$ cat config.mk
export PLATFORM = sky130hd
export DESIGN_NAME = axi4_r_sender_flat
export DESIGN_NICKNAME = d
export VERILOG_FILES = /design/src/rtl/axi4_r_sender_if.sv /design/src/rtl/axi4_r_sender.sv /design/src/flat_wrapper.sv
export SDC_FILE = /design/constraint.sdc
export NUM_CORES = 1
export LEC_CHECK = 0
export ABC_AREA = 1
export CORE_MARGIN = 2
export CORE_UTILIZATION = 47
export CTS_CLUSTER_SIZE = 12
export DETAILED_ROUTE_END_ITERATION = 6
export PLACE_DENSITY = 0.87
export SYNTH_ARGS = -nofsm -noshare
export SYNTH_HDL_FRONTEND = slang
export SYNTH_SLANG_ARGS = --single-unit
$ cat constraint.sdc
create_clock -name axi4_aclk -period 7.45 [get_ports axi4_aclk]
set_clock_uncertainty 0.2 [all_clocks]
set_input_delay 0.745 -clock axi4_aclk [delete_from_list [all_inputs] [get_ports axi4_aclk]]
set_output_delay 0.745 -clock axi4_aclk [all_outputs]
set_load 0.02 [all_outputs]
$ cat src/rtl/axi4_r_sender_if.sv
// AXI4 R channel bundle used on both sides of the read-data return stage.
// The master modport drives a beat; the slave modport returns ready.
interface axi4_r_sender_if #(
  parameter int C_AXI_DATA_WIDTH = 64,
  parameter int C_AXI_ID_WIDTH   = 4,
  parameter int C_AXI_USER_WIDTH = 4
);
  logic [C_AXI_ID_WIDTH-1:0]   rid;
  logic [C_AXI_DATA_WIDTH-1:0] rdata;
  logic [1:0]                  rresp;
  logic                        rlast;
  logic [C_AXI_USER_WIDTH-1:0] ruser;
  logic                        rvalid;
  logic                        rready;

  modport master (
    output rid, rdata, rresp, rlast, ruser, rvalid,
    input  rready
  );

  modport slave (
    input  rid, rdata, rresp, rlast, ruser, rvalid,
    output rready
  );
endinterface

$ cat src/rtl/axi4_r_sender.sv
// Read-data return stage: forwards interconnect R bursts and synthesises SLVERR
// bursts for dropped AR transactions, arbitrating fairly at burst boundaries.
module axi4_r_sender #(
  parameter int C_AXI_DATA_WIDTH = 64,
  parameter int C_AXI_ID_WIDTH   = 4,
  parameter int C_AXI_USER_WIDTH = 4,
  parameter int DROP_FIFO_DEPTH  = 4
) (
  input  logic                        axi4_aclk,
  input  logic                        axi4_rst,
  input  logic                        l1_trans_drop,
  output logic                        l1_drop_ready,
  input  logic [C_AXI_ID_WIDTH-1:0]   s_axi4_arid,
  input  logic [7:0]                  s_axi4_arlen,
  input  logic [C_AXI_USER_WIDTH-1:0] s_axi4_aruser,
  axi4_r_sender_if.master             s_axi4_r,
  axi4_r_sender_if.slave              m_axi4_r
);

  localparam int PTR_W = $clog2(DROP_FIFO_DEPTH);
  localparam int CNT_W = $clog2(DROP_FIFO_DEPTH + 1);
  localparam logic [CNT_W-1:0] FULL_CNT = CNT_W'(DROP_FIFO_DEPTH);

  typedef enum logic [1:0] {
    IDLE,
    FWD,
    ERR
  } state_t;

  state_t state, state_next;
  logic   last_err, last_err_next;

  logic [C_AXI_ID_WIDTH-1:0]   id_mem   [DROP_FIFO_DEPTH];
  logic [7:0]                  len_mem  [DROP_FIFO_DEPTH];
  logic [C_AXI_USER_WIDTH-1:0] user_mem [DROP_FIFO_DEPTH];

  logic [PTR_W-1:0] wr_ptr, rd_ptr;
  logic [CNT_W-1:0] count;
  logic [7:0]       beat_cnt;
  logic             full, push, pop, err_last;

  assign full          = (count == FULL_CNT);
  assign l1_drop_ready = ~full;
  assign push          = l1_trans_drop & ~full;
  assign err_last      = (beat_cnt == len_mem[rd_ptr]);
  assign pop           = (state == ERR) & s_axi4_r.rready & err_last;

  // Descriptor storage carries no reset; only pointers and count define validity.
  always_ff @(posedge axi4_aclk) begin
    if (push) begin
      id_mem[wr_ptr]   <= s_axi4_arid;
      len_mem[wr_ptr]  <= s_axi4_arlen;
      user_mem[wr_ptr] <= s_axi4_aruser;
    end
  end

  always_ff @(posedge axi4_aclk) begin
    if (axi4_rst) begin
      wr_ptr <= '0;
      rd_ptr <= '0;
      count  <= '0;
    end else begin
      if (push) wr_ptr <= wr_ptr + PTR_W'(1);
      if (pop)  rd_ptr <= rd_ptr + PTR_W'(1);
      case ({push, pop})
        2'b10:   count <= count + CNT_W'(1);
        2'b01:   count <= count - CNT_W'(1);
        default: count <= count;
      endcase
    end
  end

  always_ff @(posedge axi4_aclk) begin
    if (axi4_rst) begin
      beat_cnt <= '0;
    end else if ((state == ERR) && s_axi4_r.rready) begin
      beat_cnt <= err_last ? 8'd0 : beat_cnt + 8'd1;
    end
  end

  always_ff @(posedge axi4_aclk) begin
    if (axi4_rst) begin
      state    <= IDLE;
      last_err <= 1'b0;
    end else begin
      state    <= state_next;
      last_err <= last_err_next;
    end
  end

  // On a tie the error queue wins unless the previous grant already went to it.
  always_comb begin
    state_next        = state;
    last_err_next     = last_err;
    s_axi4_r.rid      = '0;
    s_axi4_r.rdata    = '0;
    s_axi4_r.rresp    = 2'b00;
    s_axi4_r.rlast    = 1'b0;
    s_axi4_r.ruser    = '0;
    s_axi4_r.rvalid   = 1'b0;
    m_axi4_r.rready   = 1'b0;

    case (state)
      IDLE: begin
        if ((count != '0) && (!m_axi4_r.rvalid || !last_err)) begin
          state_next    = ERR;
          last_err_next = 1'b1;
        end else if (m_axi4_r.rvalid) begin
          state_next    = FWD;
          last_err_next = 1'b0;
        end
      end
      FWD: begin
        s_axi4_r.rid    = m_axi4_r.rid;
        s_axi4_r.rdata  = m_axi4_r.rdata;
        s_axi4_r.rresp  = m_axi4_r.rresp;
        s_axi4_r.rlast  = m_axi4_r.rlast;
        s_axi4_r.ruser  = m_axi4_r.ruser;
        s_axi4_r.rvalid = m_axi4_r.rvalid;
        m_axi4_r.rready = s_axi4_r.rready;
        if (m_axi4_r.rvalid && s_axi4_r.rready && m_axi4_r.rlast) begin
          state_next = IDLE;
        end
      end
      ERR: begin
        s_axi4_r.rid    = id_mem[rd_ptr];
        s_axi4_r.ruser  = user_mem[rd_ptr];
        s_axi4_r.rresp  = 2'b10;
        s_axi4_r.rlast  = err_last;
        s_axi4_r.rvalid = 1'b1;
        if (s_axi4_r.rready && err_last) begin
          state_next = IDLE;
        end
      end
      default: begin
        state_next = IDLE;
      end
    endcase
  end

endmodule

$ cat src/flat_wrapper.sv
// flat-port wrapper written by rule: the top's interface ports become plain ports
module axi4_r_sender_flat 
#(
  parameter int C_AXI_DATA_WIDTH = 64,
  parameter int C_AXI_ID_WIDTH   = 4,
  parameter int C_AXI_USER_WIDTH = 4,
  parameter int DROP_FIFO_DEPTH  = 4
)
  (axi4_aclk, axi4_rst, l1_trans_drop, l1_drop_ready, s_axi4_arid, s_axi4_arlen, s_axi4_aruser, s_axi4_r_rid, s_axi4_r_rdata, s_axi4_r_rresp, s_axi4_r_rlast, s_axi4_r_ruser, s_axi4_r_rvalid, s_axi4_r_rready, m_axi4_r_rid, m_axi4_r_rdata, m_axi4_r_rresp, m_axi4_r_rlast, m_axi4_r_ruser, m_axi4_r_rvalid, m_axi4_r_rready);
  axi4_r_sender_if #(.C_AXI_DATA_WIDTH(C_AXI_DATA_WIDTH), .C_AXI_ID_WIDTH(C_AXI_ID_WIDTH), .C_AXI_USER_WIDTH(C_AXI_USER_WIDTH)) s_axi4_r_i ();
  axi4_r_sender_if #(.C_AXI_DATA_WIDTH(C_AXI_DATA_WIDTH), .C_AXI_ID_WIDTH(C_AXI_ID_WIDTH), .C_AXI_USER_WIDTH(C_AXI_USER_WIDTH)) m_axi4_r_i ();
  input  logic axi4_aclk;
  input  logic axi4_rst;
  input  logic l1_trans_drop;
  output logic l1_drop_ready;
  input  logic [C_AXI_ID_WIDTH-1:0] s_axi4_arid;
  input  logic [7:0] s_axi4_arlen;
  input  logic [C_AXI_USER_WIDTH-1:0] s_axi4_aruser;
  output wire logic [$bits(s_axi4_r_i.rid)-1:0] s_axi4_r_rid;
  output wire logic [$bits(s_axi4_r_i.rdata)-1:0] s_axi4_r_rdata;
  output wire logic [$bits(s_axi4_r_i.rresp)-1:0] s_axi4_r_rresp;
  output wire logic [$bits(s_axi4_r_i.rlast)-1:0] s_axi4_r_rlast;
  output wire logic [$bits(s_axi4_r_i.ruser)-1:0] s_axi4_r_ruser;
  output wire logic [$bits(s_axi4_r_i.rvalid)-1:0] s_axi4_r_rvalid;
  input wire logic [$bits(s_axi4_r_i.rready)-1:0] s_axi4_r_rready;
  input wire logic [$bits(m_axi4_r_i.rid)-1:0] m_axi4_r_rid;
  input wire logic [$bits(m_axi4_r_i.rdata)-1:0] m_axi4_r_rdata;
  input wire logic [$bits(m_axi4_r_i.rresp)-1:0] m_axi4_r_rresp;
  input wire logic [$bits(m_axi4_r_i.rlast)-1:0] m_axi4_r_rlast;
  input wire logic [$bits(m_axi4_r_i.ruser)-1:0] m_axi4_r_ruser;
  input wire logic [$bits(m_axi4_r_i.rvalid)-1:0] m_axi4_r_rvalid;
  output wire logic [$bits(m_axi4_r_i.rready)-1:0] m_axi4_r_rready;
  assign s_axi4_r_rid = s_axi4_r_i.rid;
  assign s_axi4_r_rdata = s_axi4_r_i.rdata;
  assign s_axi4_r_rresp = s_axi4_r_i.rresp;
  assign s_axi4_r_rlast = s_axi4_r_i.rlast;
  assign s_axi4_r_ruser = s_axi4_r_i.ruser;
  assign s_axi4_r_rvalid = s_axi4_r_i.rvalid;
  assign s_axi4_r_i.rready = s_axi4_r_rready;
  assign m_axi4_r_i.rid = m_axi4_r_rid;
  assign m_axi4_r_i.rdata = m_axi4_r_rdata;
  assign m_axi4_r_i.rresp = m_axi4_r_rresp;
  assign m_axi4_r_i.rlast = m_axi4_r_rlast;
  assign m_axi4_r_i.ruser = m_axi4_r_ruser;
  assign m_axi4_r_i.rvalid = m_axi4_r_rvalid;
  assign m_axi4_r_rready = m_axi4_r_i.rready;
  axi4_r_sender #(.C_AXI_DATA_WIDTH(C_AXI_DATA_WIDTH), .C_AXI_ID_WIDTH(C_AXI_ID_WIDTH), .C_AXI_USER_WIDTH(C_AXI_USER_WIDTH), .DROP_FIFO_DEPTH(DROP_FIFO_DEPTH)) u_core (.axi4_aclk(axi4_aclk), .axi4_rst(axi4_rst), .l1_trans_drop(l1_trans_drop), .l1_drop_ready(l1_drop_ready), .s_axi4_arid(s_axi4_arid), .s_axi4_arlen(s_axi4_arlen), .s_axi4_aruser(s_axi4_aruser), .s_axi4_r(s_axi4_r_i), .m_axi4_r(m_axi4_r_i));
endmodule
==> run summary <==
=====================================================================================================
Number of CTS-inserted buffers                                                                      9
Number of antenna repair diodes                                                                     0
Post-synthesis cell type count                                                                     27
Leakage                                                                                       2.85 nW
Placeable Area                                                                               8720 µm²
Power density relative to cell area                                                        250 nW/µm²
Slew Limit Fails                                                                                    0
RSZ-0062 raised after global routing                                                               no
Post-CTS resize count                                                                               0
Most frequent cells after synthesis                                                      sky130_fd_sc_hd__nand2_1, sky130_fd_sc_hd__inv_1, sky130_fd_sc_hd__edfxtp_1, sky130_fd_sc_hd__nand3_1, sky130_fd_sc_hd__nor2_1
Flop2flop setup slack                                                                         3.56 ns
Routed wire length                                                                          12,400 µm
Post-Route Utilization                                                                          72.1%
Element type at the critical path end                                                     output port
Top fanout value on the critical path                                                              33
Hold Path Depth                                                                                     2
Final setup violating endpoints                                                                     0
Initial antenna violation count                                                                     0
Area share of the largest cell type after synthesis                                             45.3%
Total nets after synthesis                                                                        617
Area delta synth->final                                                                         48.2%
Post-Route Setup TNS                                                                             0 ns
Dominant combinational cell family by area after synthesis                               simple AND/OR/NAND/NOR gates
Status                                                                                   complete, no violations
Hold Violations, Final                                                                              0
Count of flip-flops with a built-in enable after synthesis                                         64
Horiz. Die Dim                                                                                99.0 µm
Number of synthesized register bits                                                                84
Signal arrival time at the worst endpoint                                                     3.56 ns
Worst-path clk slew                                                                           0.08 ns
Startpoint-to-endpoint class of the critical path                                        flip-flop to output port
Tightest Pin Transition                                                                       1.07 ns
Share of layout cells above drive strength 1                                                    3.66%
Total via count after detailed routing                                                          4,032
Fmax achieved                                                                               0.222 GHz
R2R depth                                                                                          17
Drt initial violations                                                                            345
Estimated wirelength of the detail-placed design                                              9110 µm
Post-Syn Area per Cell                                                                       8.30 µm²
Global-route wire length before repair                                                      19,200 µm
Router iterations before antenna repair                                                             5
Startpoint Class                                                                            flip-flop
Final clock period utilization by the worst path                                                60.5%
Clock latency at the later pin of the worst-skew pair                                         0.35 ns
Worst min-delay path endpoint                                                            u_core.last_err
Cell area after synthesis                                                                    4240 µm²
Peak-usage layer in the global routing report                                                    met2
Leading cell type by number of instances after synthesis                                 sky130_fd_sc_hd__nand2_1
H-tree Lvls                                                                                         3
Nets                                                                                              784
Die footprint                                                                                9800 µm²
Met2 usage in global routing                                                                    44.6%
Xor and xnor area share after synthesis                                                        0.826%
Most used DFF post-synth                                                                 sky130_fd_sc_hd__edfxtp_1
Mapped Cells                                                                                      511
Endpoint of the worst-slack reg-to-reg timing path                                       u_core.count[2]
Antenna Violating Nets Remaining                                                                    0
Hold Path Origin                                                                         u_core.last_err
Fraction of registers with async set/reset                                                         0%
Number of max-cap violations                                                                        0
Largest cells by area after synthesis                                                    sky130_fd_sc_hd__edfxtp_1, sky130_fd_sc_hd__nand2_1, sky130_fd_sc_hd__dfxtp_1
Routed length per placed instance                                                             15.6 µm
Compound-cell area share of the yosys netlist                                                   7.40%
Number of global-route vias before repair                                                       3,882
Class of the tightest hold or removal check                                              flip-flop to flip-flop
Count of hold buffers inserted by post-cts repair                                                   0
Post-synthesis share of cell area spent on full adders, half adders and majority gates          3.13%
Maximum number of pins on one net before global-route repair                                       41
Clock tree from TritonCTS                                                                         yes
Global router's overall resource usage                                                          24.8%
Slew margin rel.                                                                                28.7%
Global Route met3 Usage                                                                         5.11%
Clk root buf                                                                             sky130_fd_sc_hd__clkbuf_8
DR vias/cell                                                                                     5.10
DRC viols                                                                                           0
Num Clock Sinks                                                                                    84
Global-route congestion overflow total                                                              0
Post-synthesis mux area share                                                                      0%
CTS Buffer Depth                                                                                    2
Chip Height                                                                                   99.0 µm
Clock period minus final worst setup slack                                                    4.50 ns
Required time worst endpoint                                                                  6.50 ns
Synthesis Warnings                                                                                  0
Number of ports placed on the die boundary                                                        174
# rows                                                                                             34
Initial cell density of the core                                                                48.6%
Grt met1 use                                                                                    29.7%
Final RePlAce weighted congestion                                                               0.888
# port buffers                                                                                    173
Max IR drop VDD                                                                              0.156 mV
Number of fillers in the final layout                                                             631
Cell taking the most area after synthesis                                                sky130_fd_sc_hd__edfxtp_1
Post-CTS setup repair buffer count                                                                  0
Sequential element share of the synthesized area                                                54.7%
Simple-Gate Fraction of Synth Area                                                              22.9%
=====================================================================================================
layer usage:
metal	vias to the layer above	share of wire, %
li1	1947	-
met1	1892	40
met3	21	6.6
met5	-	0
met4	0	2.2
met2	172	51
cell families after synthesis:
| group | count (synthesis) |
|---|---|
| xor gates and xnor gates | 4 |
| AOI/OAI and AO/OA | 56 |
| DFF | 84 |
| adders and majority gates | 10 |
| and+or+nand+nor | 237 |
| buffers and inverters | 120 |
state kept, by name, indices dropped and copies added (netlist names), named ones only:
| signal | cells |
|---|---|
| u_core.rd_ptr | 2 |
| u_core.id_mem | 16 |
| u_core.len_mem | 32 |
| u_core.wr_ptr | 2 |
| u_core.count | 3 |
| u_core.last_err | 1 |
| u_core.state | 2 |
| u_core.beat_cnt | 8 |
| u_core.user_mem | 16 |
placed cells by master, fill, tap and decap left out, drive strengths merged, types with 2 or more instances in the layout:
cell,count
clkdlybuf4s50,173
nand2,152
inv,101
edfxtp,64
nand3,38
nor2,38
o21ai,24
dfxtp,20
a21oi,16
clkbuf,9
ha,9
o22ai,7
a22oi,7
clkinv,5
nand4,4
xor2,4
bufinv,3
nor3,2
or2,2
stage by stage:
step	hold slack, ns	power (mW)	area, µm²	setup WS (ns)	std cells
after floorplan	0.254	0.890	4240	4.85	511
after global placement	0.265	1.19	6050	3.48	775
after detailed placement	0.271	1.21	6050	3.32	775
after CTS	0.284	1.58	6290	2.94	791
after global routing	0.324	1.65	6290	2.51	791
final	0.282	1.57	6290	2.95	791
how the worst max path moves through the flow:
stage	start	to	slack, ns	depth (start not counted)
3_3_place_gp	flip-flop	s_axi4_r_rlast	3.48	11
3_5_place_dp	flip-flop	s_axi4_r_rlast	3.32	11
2_1_floorplan	flip-flop	s_axi4_r_rlast	4.85	11
5_1_grt	flip-flop	s_axi4_r_rlast	2.51	11
6_report	flip-flop	s_axi4_r_rlast	2.95	11
4_1_cts	flip-flop	s_axi4_r_rlast	2.94	11
worst max-delay path, stage by stage (launching register included):
cell                              delay [ns]
sky130_fd_sc_hd__dfxtp_1                1.03
sky130_fd_sc_hd__inv_2                  0.49
sky130_fd_sc_hd__nand2_1                0.17
sky130_fd_sc_hd__nand3_1                0.11
sky130_fd_sc_hd__nand2_1                0.11
sky130_fd_sc_hd__nand2_1                0.05
sky130_fd_sc_hd__nand2_1                0.05
sky130_fd_sc_hd__nand2_1                0.08
sky130_fd_sc_hd__nor2_4                 0.15
sky130_fd_sc_hd__nand2_1                0.10
sky130_fd_sc_hd__o21ai_0                0.22
sky130_fd_sc_hd__clkdlybuf4s50_1        0.65
where the power goes:
| group | internal (mW) | total [mW] | leakage, nW | switching [mW] |
|---|---|---|---|---|
| Clock | 0.221 | 0.377 | 0.118 | 0.156 |
| Combinational | 0.282 | 0.656 | 1.98 | 0.374 |
| Sequential | 0.530 | 0.541 | 0.750 | 0.0114 |
| Total | 1.03 | 1.57 | 2.85 | 0.541 |
cell type report:
cell class	count	area, µm²	area share (%)
clock inverters	7	115	1.83
clock buffers	9	124	1.97
repair buffers	174	1740	27.7
multi-input cells	307	1470	23.3
flip-flops and latches	84	2320	36.9
well taps	108	135	2.15
inverters	102	383	6.09
Power figures use the tool's default switching activity.
